==> src/rtl/uart_rx_ctrl.sv <==
// -----------------------------------------------------------------------------
// uart_rx_ctrl
//
// UART receive controller for the host command link. It has no oversampling.
// A falling edge on the synchronized serial line starts a frame. While the
// frame is in progress, bps_start asks the paired baud generator for mid-bit
// clk_bps ticks. Each tick samples one bit: the start bit, DATA_BITS data bits
// (LSB first), then a single stop bit. There is no parity bit. A frame whose
// stop bit samples high updates rx_data and produces a one-cycle rx_valid. A
// frame whose stop bit samples low produces a one-cycle rx_frame_err and leaves
// rx_data untouched.
//
// Ports
//   sys_clk       in   1          system clock
//   sys_rstn      in   1          asynchronous active-low reset
//   rs232_rx      in   1          raw asynchronous serial line, idle high
//   clk_bps       in   1          one-cycle mid-bit tick from the baud generator
//   bps_start     out  1          run request to the baud generator (whole frame)
//   rx_data       out  DATA_BITS  last correctly framed byte
//   rx_valid      out  1          one-cycle pulse when rx_data updates
//   rx_frame_err  out  1          one-cycle pulse when the stop bit samples low
//   rx_busy       out  1          high while a frame is being received
// -----------------------------------------------------------------------------
module uart_rx_ctrl #(
    parameter int DATA_BITS = 8
) (
    input  logic                 sys_clk,
    input  logic                 sys_rstn,
    input  logic                 rs232_rx,
    input  logic                 clk_bps,
    output logic                 bps_start,
    output logic [DATA_BITS-1:0] rx_data,
    output logic                 rx_valid,
    output logic                 rx_frame_err,
    output logic                 rx_busy
);

    localparam int CNT_W = $clog2(DATA_BITS + 1);
    localparam logic [CNT_W-1:0] LAST_BIT = CNT_W'(DATA_BITS - 1);

    typedef enum logic [1:0] {
        ST_IDLE  = 2'd0,
        ST_START = 2'd1,
        ST_DATA  = 2'd2,
        ST_STOP  = 2'd3
    } state_t;

    // Line conditioning: two synchronizer stages plus one stage for edge detect.
    logic rx_sync1_r;
    logic rx_sync2_r;
    logic rx_sync3_r;
    logic rx_bit_s;
    logic fall_s;

    state_t               state_r;
    state_t               state_nxt_s;
    logic [CNT_W-1:0]     bit_cnt_r;
    logic [CNT_W-1:0]     bit_cnt_nxt_s;
    logic [DATA_BITS-1:0] shift_r;
    logic [DATA_BITS-1:0] shift_nxt_s;
    logic [DATA_BITS-1:0] data_r;
    logic [DATA_BITS-1:0] data_nxt_s;
    logic                 bps_start_r;
    logic                 bps_start_nxt_s;
    logic                 valid_r;
    logic                 valid_nxt_s;
    logic                 err_r;
    logic                 err_nxt_s;
    logic                 busy_r;
    logic                 busy_nxt_s;

    // The synchronizer stages reset to the idle (high) level. This keeps reset
    // release from looking like a start edge.
    always_ff @(posedge sys_clk or negedge sys_rstn) begin
        if (!sys_rstn) begin
            rx_sync1_r <= 1'b1;
            rx_sync2_r <= 1'b1;
            rx_sync3_r <= 1'b1;
        end else begin
            rx_sync1_r <= rs232_rx;
            rx_sync2_r <= rx_sync1_r;
            rx_sync3_r <= rx_sync2_r;
        end
    end

    // Bits are sampled from the second stage. Only a high-to-low transition
    // counts as a start. A line held low, such as a break, never re-triggers.
    assign rx_bit_s = rx_sync2_r;
    assign fall_s   = rx_sync3_r & ~rx_sync2_r;

    // Frame state register, the datapath registers and the registered outputs.
    always_ff @(posedge sys_clk or negedge sys_rstn) begin
        if (!sys_rstn) begin
            state_r     <= ST_IDLE;
            bit_cnt_r   <= {CNT_W{1'b0}};
            shift_r     <= {DATA_BITS{1'b0}};
            data_r      <= {DATA_BITS{1'b0}};
            bps_start_r <= 1'b0;
            valid_r     <= 1'b0;
            err_r       <= 1'b0;
            busy_r      <= 1'b0;
        end else begin
            state_r     <= state_nxt_s;
            bit_cnt_r   <= bit_cnt_nxt_s;
            shift_r     <= shift_nxt_s;
            data_r      <= data_nxt_s;
            bps_start_r <= bps_start_nxt_s;
            valid_r     <= valid_nxt_s;
            err_r       <= err_nxt_s;
            busy_r      <= busy_nxt_s;
        end
    end

    // Next-state logic and next-output logic. clk_bps is only acted on outside
    // IDLE. A falling edge is only acted on in IDLE. An edge that arrives while
    // the stop bit is being sampled is therefore dropped.
    always_comb begin
        state_nxt_s     = state_r;
        bit_cnt_nxt_s   = bit_cnt_r;
        shift_nxt_s     = shift_r;
        data_nxt_s      = data_r;
        bps_start_nxt_s = bps_start_r;
        valid_nxt_s     = 1'b0;
        err_nxt_s       = 1'b0;

        case (state_r)
            ST_IDLE: begin
                if (fall_s) begin
                    state_nxt_s     = ST_START;
                    bps_start_nxt_s = 1'b1;
                end else begin
                    bps_start_nxt_s = 1'b0;
                end
            end

            ST_START: begin
                if (clk_bps) begin
                    if (!rx_bit_s) begin
                        state_nxt_s   = ST_DATA;
                        bit_cnt_nxt_s = {CNT_W{1'b0}};
                    end else begin
                        // The line is back high at mid-start: treat it as a glitch.
                        state_nxt_s     = ST_IDLE;
                        bps_start_nxt_s = 1'b0;
                    end
                end else begin
                    state_nxt_s = ST_START;
                end
            end

            ST_DATA: begin
                if (clk_bps) begin
                    // LSB arrives first, so shifting in at the MSB side leaves
                    // bit 0 in position 0 after the last data bit.
                    shift_nxt_s   = {rx_bit_s, shift_r[DATA_BITS-1:1]};
                    bit_cnt_nxt_s = bit_cnt_r + CNT_W'(1);
                    if (bit_cnt_r == LAST_BIT) begin
                        state_nxt_s = ST_STOP;
                    end else begin
                        state_nxt_s = ST_DATA;
                    end
                end else begin
                    state_nxt_s = ST_DATA;
                end
            end

            ST_STOP: begin
                if (clk_bps) begin
                    state_nxt_s     = ST_IDLE;
                    bps_start_nxt_s = 1'b0;
                    if (rx_bit_s) begin
                        data_nxt_s  = shift_r;
                        valid_nxt_s = 1'b1;
                    end else begin
                        err_nxt_s   = 1'b1;
                    end
                end else begin
                    state_nxt_s = ST_STOP;
                end
            end

            default: begin
                state_nxt_s     = ST_IDLE;
                bps_start_nxt_s = 1'b0;
            end
        endcase

        busy_nxt_s = (state_nxt_s != ST_IDLE);
    end

    assign bps_start    = bps_start_r;
    assign rx_data      = data_r;
    assign rx_valid     = valid_r;
    assign rx_frame_err = err_r;
    assign rx_busy      = busy_r;

endmodule

==> config.mk <==
export PLATFORM = sky130hd
export DESIGN_NAME = uart_rx_ctrl
export DESIGN_NICKNAME = d
export VERILOG_FILES = /design/src/rtl/uart_rx_ctrl.sv
export SDC_FILE = /design/constraint.sdc
export NUM_CORES = 1
export LEC_CHECK = 0
export CAP_MARGIN = 20
export CORE_UTILIZATION = 57
export DETAILED_ROUTE_END_ITERATION = 16
export GPL_ROUTABILITY_DRIVEN = 0
export PLACE_DENSITY = 0.93
export SYNTH_ARGS = -nofsm -noshare
export SYNTH_HDL_FRONTEND = slang
export SYNTH_SLANG_ARGS = --single-unit
==> constraint.sdc <==
create_clock -name sys_clk -period 3.05 [get_ports sys_clk]
set_input_delay 0.4575 -clock sys_clk [delete_from_list [all_inputs] [get_ports sys_clk]]
set_output_delay 0.4575 -clock sys_clk [all_outputs]
set_load 0.01 [all_outputs]
=== Yosys cells after proc, flatten, opt, wreduce, memory -nomap -nowiden ===
Cells that the tools add are included.

* Bits of input ports: 4
* Flip-flop bits (word level): 29
* Word-level logic and storage cells: 53
* Output and inout bits: 12

* Eq/ne operators: 9
* Bitwise operators: 2
* Mux-type cells: 22
* $add $sub $neg: 1
* Reductions and logical operators: 8

{| class="wikitable"
|+ Operator list
! kind !! number
|-
| $mux 4 || 3
|-
| $mux 1 || 11
|-
| $mux 2 || 5
|-
| $ne 2x2->1 const B || 5
|-
| $pmux 2 s4 || 1
|-
| $pmux 4 s2 || 1
|-
| $reduce_and 4->1 || 2
|-
| $add 4x1->4 const B || 1
|-
| $eq 2x2->1 const B || 2
|-
| $eq 4x3->1 const B || 1
|-
| $reduce_bool 2->1 || 2
|-
| $pmux 1 s3 || 1
|-
| $reduce_and 3->1 || 1
|-
| $reduce_bool 3->1 || 1
|-
| $eq 2x1->1 const B || 1
|-
| $logic_not 2->1 || 1
|-
| $reduce_and 2->1 || 1
|-
| $and 1x1->1 || 1
|-
| $not 1->1 || 1
|}

=== Longest topological paths before layout ===
* Depth in word-level cells: 5
* Depth in mapped cells: 5
* Gate-level depth less buffers: 5

=== Worst setup path before layout ===
No wires, ideal clock.

* Kind: register to register
* Start point: register state_r[0]
* End point: register busy_r, in the netlist rx_busy
* Required time: 2.912 ns
* Arrival: 1.318 ns
* Path buffers: 0
* Path slack: 1.594 ns
* Library setup time: 0.138 ns
* Cell stages (with the launch flop): 6
* Clock period less this slack: 1.456 ns
* Cell sequence: dfrtp_1 -> inv_1 -> ha_1 -> and4b_1 -> a221oi_2 -> o22ai_1

* Word-level cells in the longest chain between the ends: 3
* Elaborated cells between the ends (all ways): 7
* Those cells by class: 3 x eq/ne; 2 x mux; 2 x reduce/logical

{| class="wikitable"
|+ RTL lines
! what !! line !! source
|-
| from (decl) || 55 || <nowiki>state_t state_r;</nowiki>
|-
| from (signal assigned) || 103 || <nowiki>state_r <= state_nxt_s;</nowiki>
|-
| $eq 2x2->1 (tied with other cells) || 126 || <nowiki>case (state_r)</nowiki>
|-
| $pmux 2 s4 * || 126 ||
|-
| $reduce_bool 2->1 * || 188 || <nowiki>busy_nxt_s = (state_nxt_s != ST_IDLE);</nowiki>
|-
| named net busy_nxt_s || 70 || <nowiki>logic busy_nxt_s;</nowiki>
|-
| to (signal assigned) || 110 || <nowiki>busy_r <= busy_nxt_s;</nowiki>
|-
| to (decl) || 69 || <nowiki>logic busy_r;</nowiki>
|}

Mark *: on every way through the listed nets, which the timed path passes. The rest lies on a longest branch.
A chain may end at the register's enable or synchronous reset.

=== Final worst setup path ===
* Start point: register data_r[4], in the netlist rx_data[4]
* End point: output port rx_data[4]

{| class="wikitable"
|+ RTL lines
! what !! line !! source
|-
| from (decl) || 61 || <nowiki>logic [DATA_BITS-1:0] data_r;</nowiki>
|-
| from (signal assigned) || 97 || <nowiki>data_r <= {DATA_BITS{1'b0}};</nowiki>
|-
| from (signal assigned) || 106 || <nowiki>data_r <= data_nxt_s;</nowiki>
|-
| to (decl) || 32 || <nowiki>output logic [DATA_BITS-1:0] rx_data,</nowiki>
|}

No word-level cell between the ends.

==> results.md <==
* Post-synth ARST share at 1.00
* Synth top area cells: dfrtp_1 (52%), mux2_2 (13%), dfstp_2 (6.3%)
* Syn Area/Cell at approximately 14 um^2
* DP Cell Count at approximately 130
* Fill cells at around 140
* Seq. cell area at roughly 730 um^2
* FF-to-FF setup slack at between 1000 and 1500 ps
* Final min period at 1690 ps
* Row count at 16
* VDD IR max at approximately 760 uV
* Reg2reg path depth at 5
* Vias/cell at 5.38
* Setup crit end: rx_data[4]
* Initial antenna violation count at 0
* CTS tree: built
* Synth cell types at 29
* Worst Path Arrival at around 1200 ps
* Port Buf Inserts at 15
* Largest net degree at the start of global routing at 17
* Fmax at 593 MHz
* Drt drc at 0
* LEAKAGE at around 0.00072 uW
* Int Pwr at approximately 1000 uW
* Critical Path Fanout Max at 2
* Critical path capture point type: output port
* Met1 WL at roughly 900 um
* Synthesized area at between 0.001 and 0.0015 mm^2
* Sequential power share at 0.430
* CTS Buffer Depth at 2
* Met3 WL at roughly 100 um
* Top routing layer used: met4
* R2r endpoint: rx_busy$_DFF_PN0_
* Root Driver: clkbuf_4
* Finished Layout Cells at 139
* Worst setup path start: rx_data[4]$_DFFE_PN0P_
* Clock sink total at 29
* Slew Viols, Final at 0
* Post-DP HPWL at 1500 um
* Synth Net Count at slightly below 100
* Synth Instances at a little under 90
* Critical path cell sequence: clkdlybuf4s50_1
* RR Startpoint: state_r[0]$_DFF_PN0_
* Share of the synthesized area in the top cell type at 0.516
* Post-synth top area cell: dfrtp_1
* Register bit count reported by yosys at 29
* Pre-Repair DR Iteration Count at 4
* Area growth syn-to-layout at 19.8%
* Vias in the first global route at between 800 and 900
* CP peak stage delay at 540 ps
* Hold WS at 358 ps
* Die width at 49.0 um
* WP buf/inv at 1
* WS Path Type: register to output port
* WL per Instance at roughly 15 um
* Post-Route Skew at between 10 and 15 ps
* Setup crit start kind: register
* Global-route wire length before repair at between 3000 and 4000 um
* Number of DRC markers in iteration 0 at 2
* Total Wirelength at 2030 um
* Setup violators final at 0
* Core area at about 0.002 mm^2
* Post-CTS Resized at 0
* Final worst path period share at 0.553
* GRT Total Usage at 0.208
* Register area share after synthesis at 0.578
* Worst-Margin Slew at 646 ps
* Post-route ant nets at 0
* Met2 WL at between 900 and 1000 um
* Worst skew pair latency at 320 ps
* Final hold vios at 0
* Net Sw Frac at 0.321
* Yosys warning total at 0
* Post-CTS Setup Repair Bufs at 0
* Hold-fix buffer count after cts at 0
* Final #Nets at 120
* TNS Setup at 0 ps
* Gr ovfl total at 0
* Antenna diodes at 0
* Worst hold-check path type: register to register
* Multi-input gate area at a little over 500 um^2
* Status: finished clean
* Slew headroom at 0.568
* CTS buffer count at 5
* Top FF cell, synth: dfrtp_1
* Die span in y at approximately 49 um
* CTS clock-pin slew for the worst setup and hold paths at around 90 ps
* Top-level port count at 16
* DIE AREA at roughly 0.0024 mm^2
* RSZ-0062 raised after global routing: false
* Top Family by Delay on Critical Path: buffers and inverters
* Sw power at approximately 470 uW
* Worst path depth at 1
* Most common cell in the netlist: dfrtp_1
* Vias at 748
* Ranking of synthesized cells by instance count: dfrtp_1 (26), mux2_2 (15), ha_1 (5), nor2b_1 (5)
* Maxcap violations at 0
* Number of flops mapped to enable cells by yosys at 0
* Worst Path Required at 2590 ps
* Critical path's slowest cell: clkdlybuf4s50_1
* Clock power frac at 0.177
* Share of cells above drive strength 1 at 0.295
* Combinational power share at 0.392
* H-tree depth at 2
* Power per cell area at just under 1000 mW/mm^2
* Initial Util at 0.624
## routing by layer
metal | track usage | up-vias
li1 | - | 360
met1 | 0.237 | 367
met2 | 0.340 | 15
met3 | 0.0717 | 6
met4 | 0.118 | 0
met5 | 0 | -
## power by group through the flow
stage	Sequential (uW)	Combinational, uW	Clock, uW
after floorplan	641	363	0
after global placement	628	554	0
after detailed placement	640	582	0
after CTS	633	586	267
after global routing	650	637	285
final	631	575	260
## sequential cells by signal, summed over array words and instances, names as in the netlist, 2 cells and up
name,cells
shift_r,8
state_r,2
bit_cnt_r,4
rx_data,8
## worst min-delay path by stage
| stage | endpoint | depth (start not counted) | from | slack, ps |
|---|---|---|---|---|
| floorplan | bit_cnt_r[0]$_DFFE_PN0P_ | 0 | sys_rstn | 160 |
| global placement | rx_bit_s$_DFF_PN1_ | 0 | rx_sync1_r$_DFF_PN1_ | 350 |
| CTS | rx_bit_s$_DFF_PN1_ | 0 | rx_sync1_r$_DFF_PN1_ | 360 |
| finish | rx_bit_s$_DFF_PN1_ | 0 | rx_sync1_r$_DFF_PN1_ | 360 |
| detailed placement | rx_bit_s$_DFF_PN1_ | 0 | rx_sync1_r$_DFF_PN1_ | 350 |
| global route | rx_bit_s$_DFF_PN1_ | 0 | rx_sync1_r$_DFF_PN1_ | 360 |
## per-stage QoR
stage                     total power [uW]  cell area (um^2)  utilization  setup WS (ps)
after floorplan                       1000              1260            -           1590
after global placement                1180              1440        0.713           1150
after detailed placement              1220              1440        0.713           1070
after CTS                             1490              1510        0.748           1350
after global routing                  1570              1510        0.748           1290
final                                 1470              1510        0.748           1360
## area by class of cell
class | count | area share
clock inverter | 1 | 0.00331
multi-input combinational | 55 | 0.334
clock buffer | 7 | 0.0430
tap | 27 | 0.0224
sequential | 29 | 0.483
timing repair buffer | 16 | 0.104
inverter | 4 | 0.00993
## placed cells by master (no fill, tap or decap), drive strengths merged
cell type and n:
dfrtp 26, mux2 17, a221oi 1, clkbuf 7, a2111oi 1, o311ai 1
o21ai 2, a22o 2, nand3 1, o22ai 1, clkinv 1, a21boi 2
or2 1, clkdlybuf4s50 15, and2 1, ha 5, nor2 4, and3 2
nand2 3, inv 4, buf 1, a211o 1, a21o 1, nor2b 5
nand2b 1, or3 1, and4b 2, dfstp 3
## cell families after synthesis
group                    synth area share
AO/OA/AOI/OAI                      0.0982
AND/OR/NAND/NOR                     0.101
multiplexers                        0.152
buffers and inverters              0.0208
flip-flops                          0.578
adder cells (fa/ha/maj)            0.0496
Note: power is estimated with default switching activity, not from simulation.
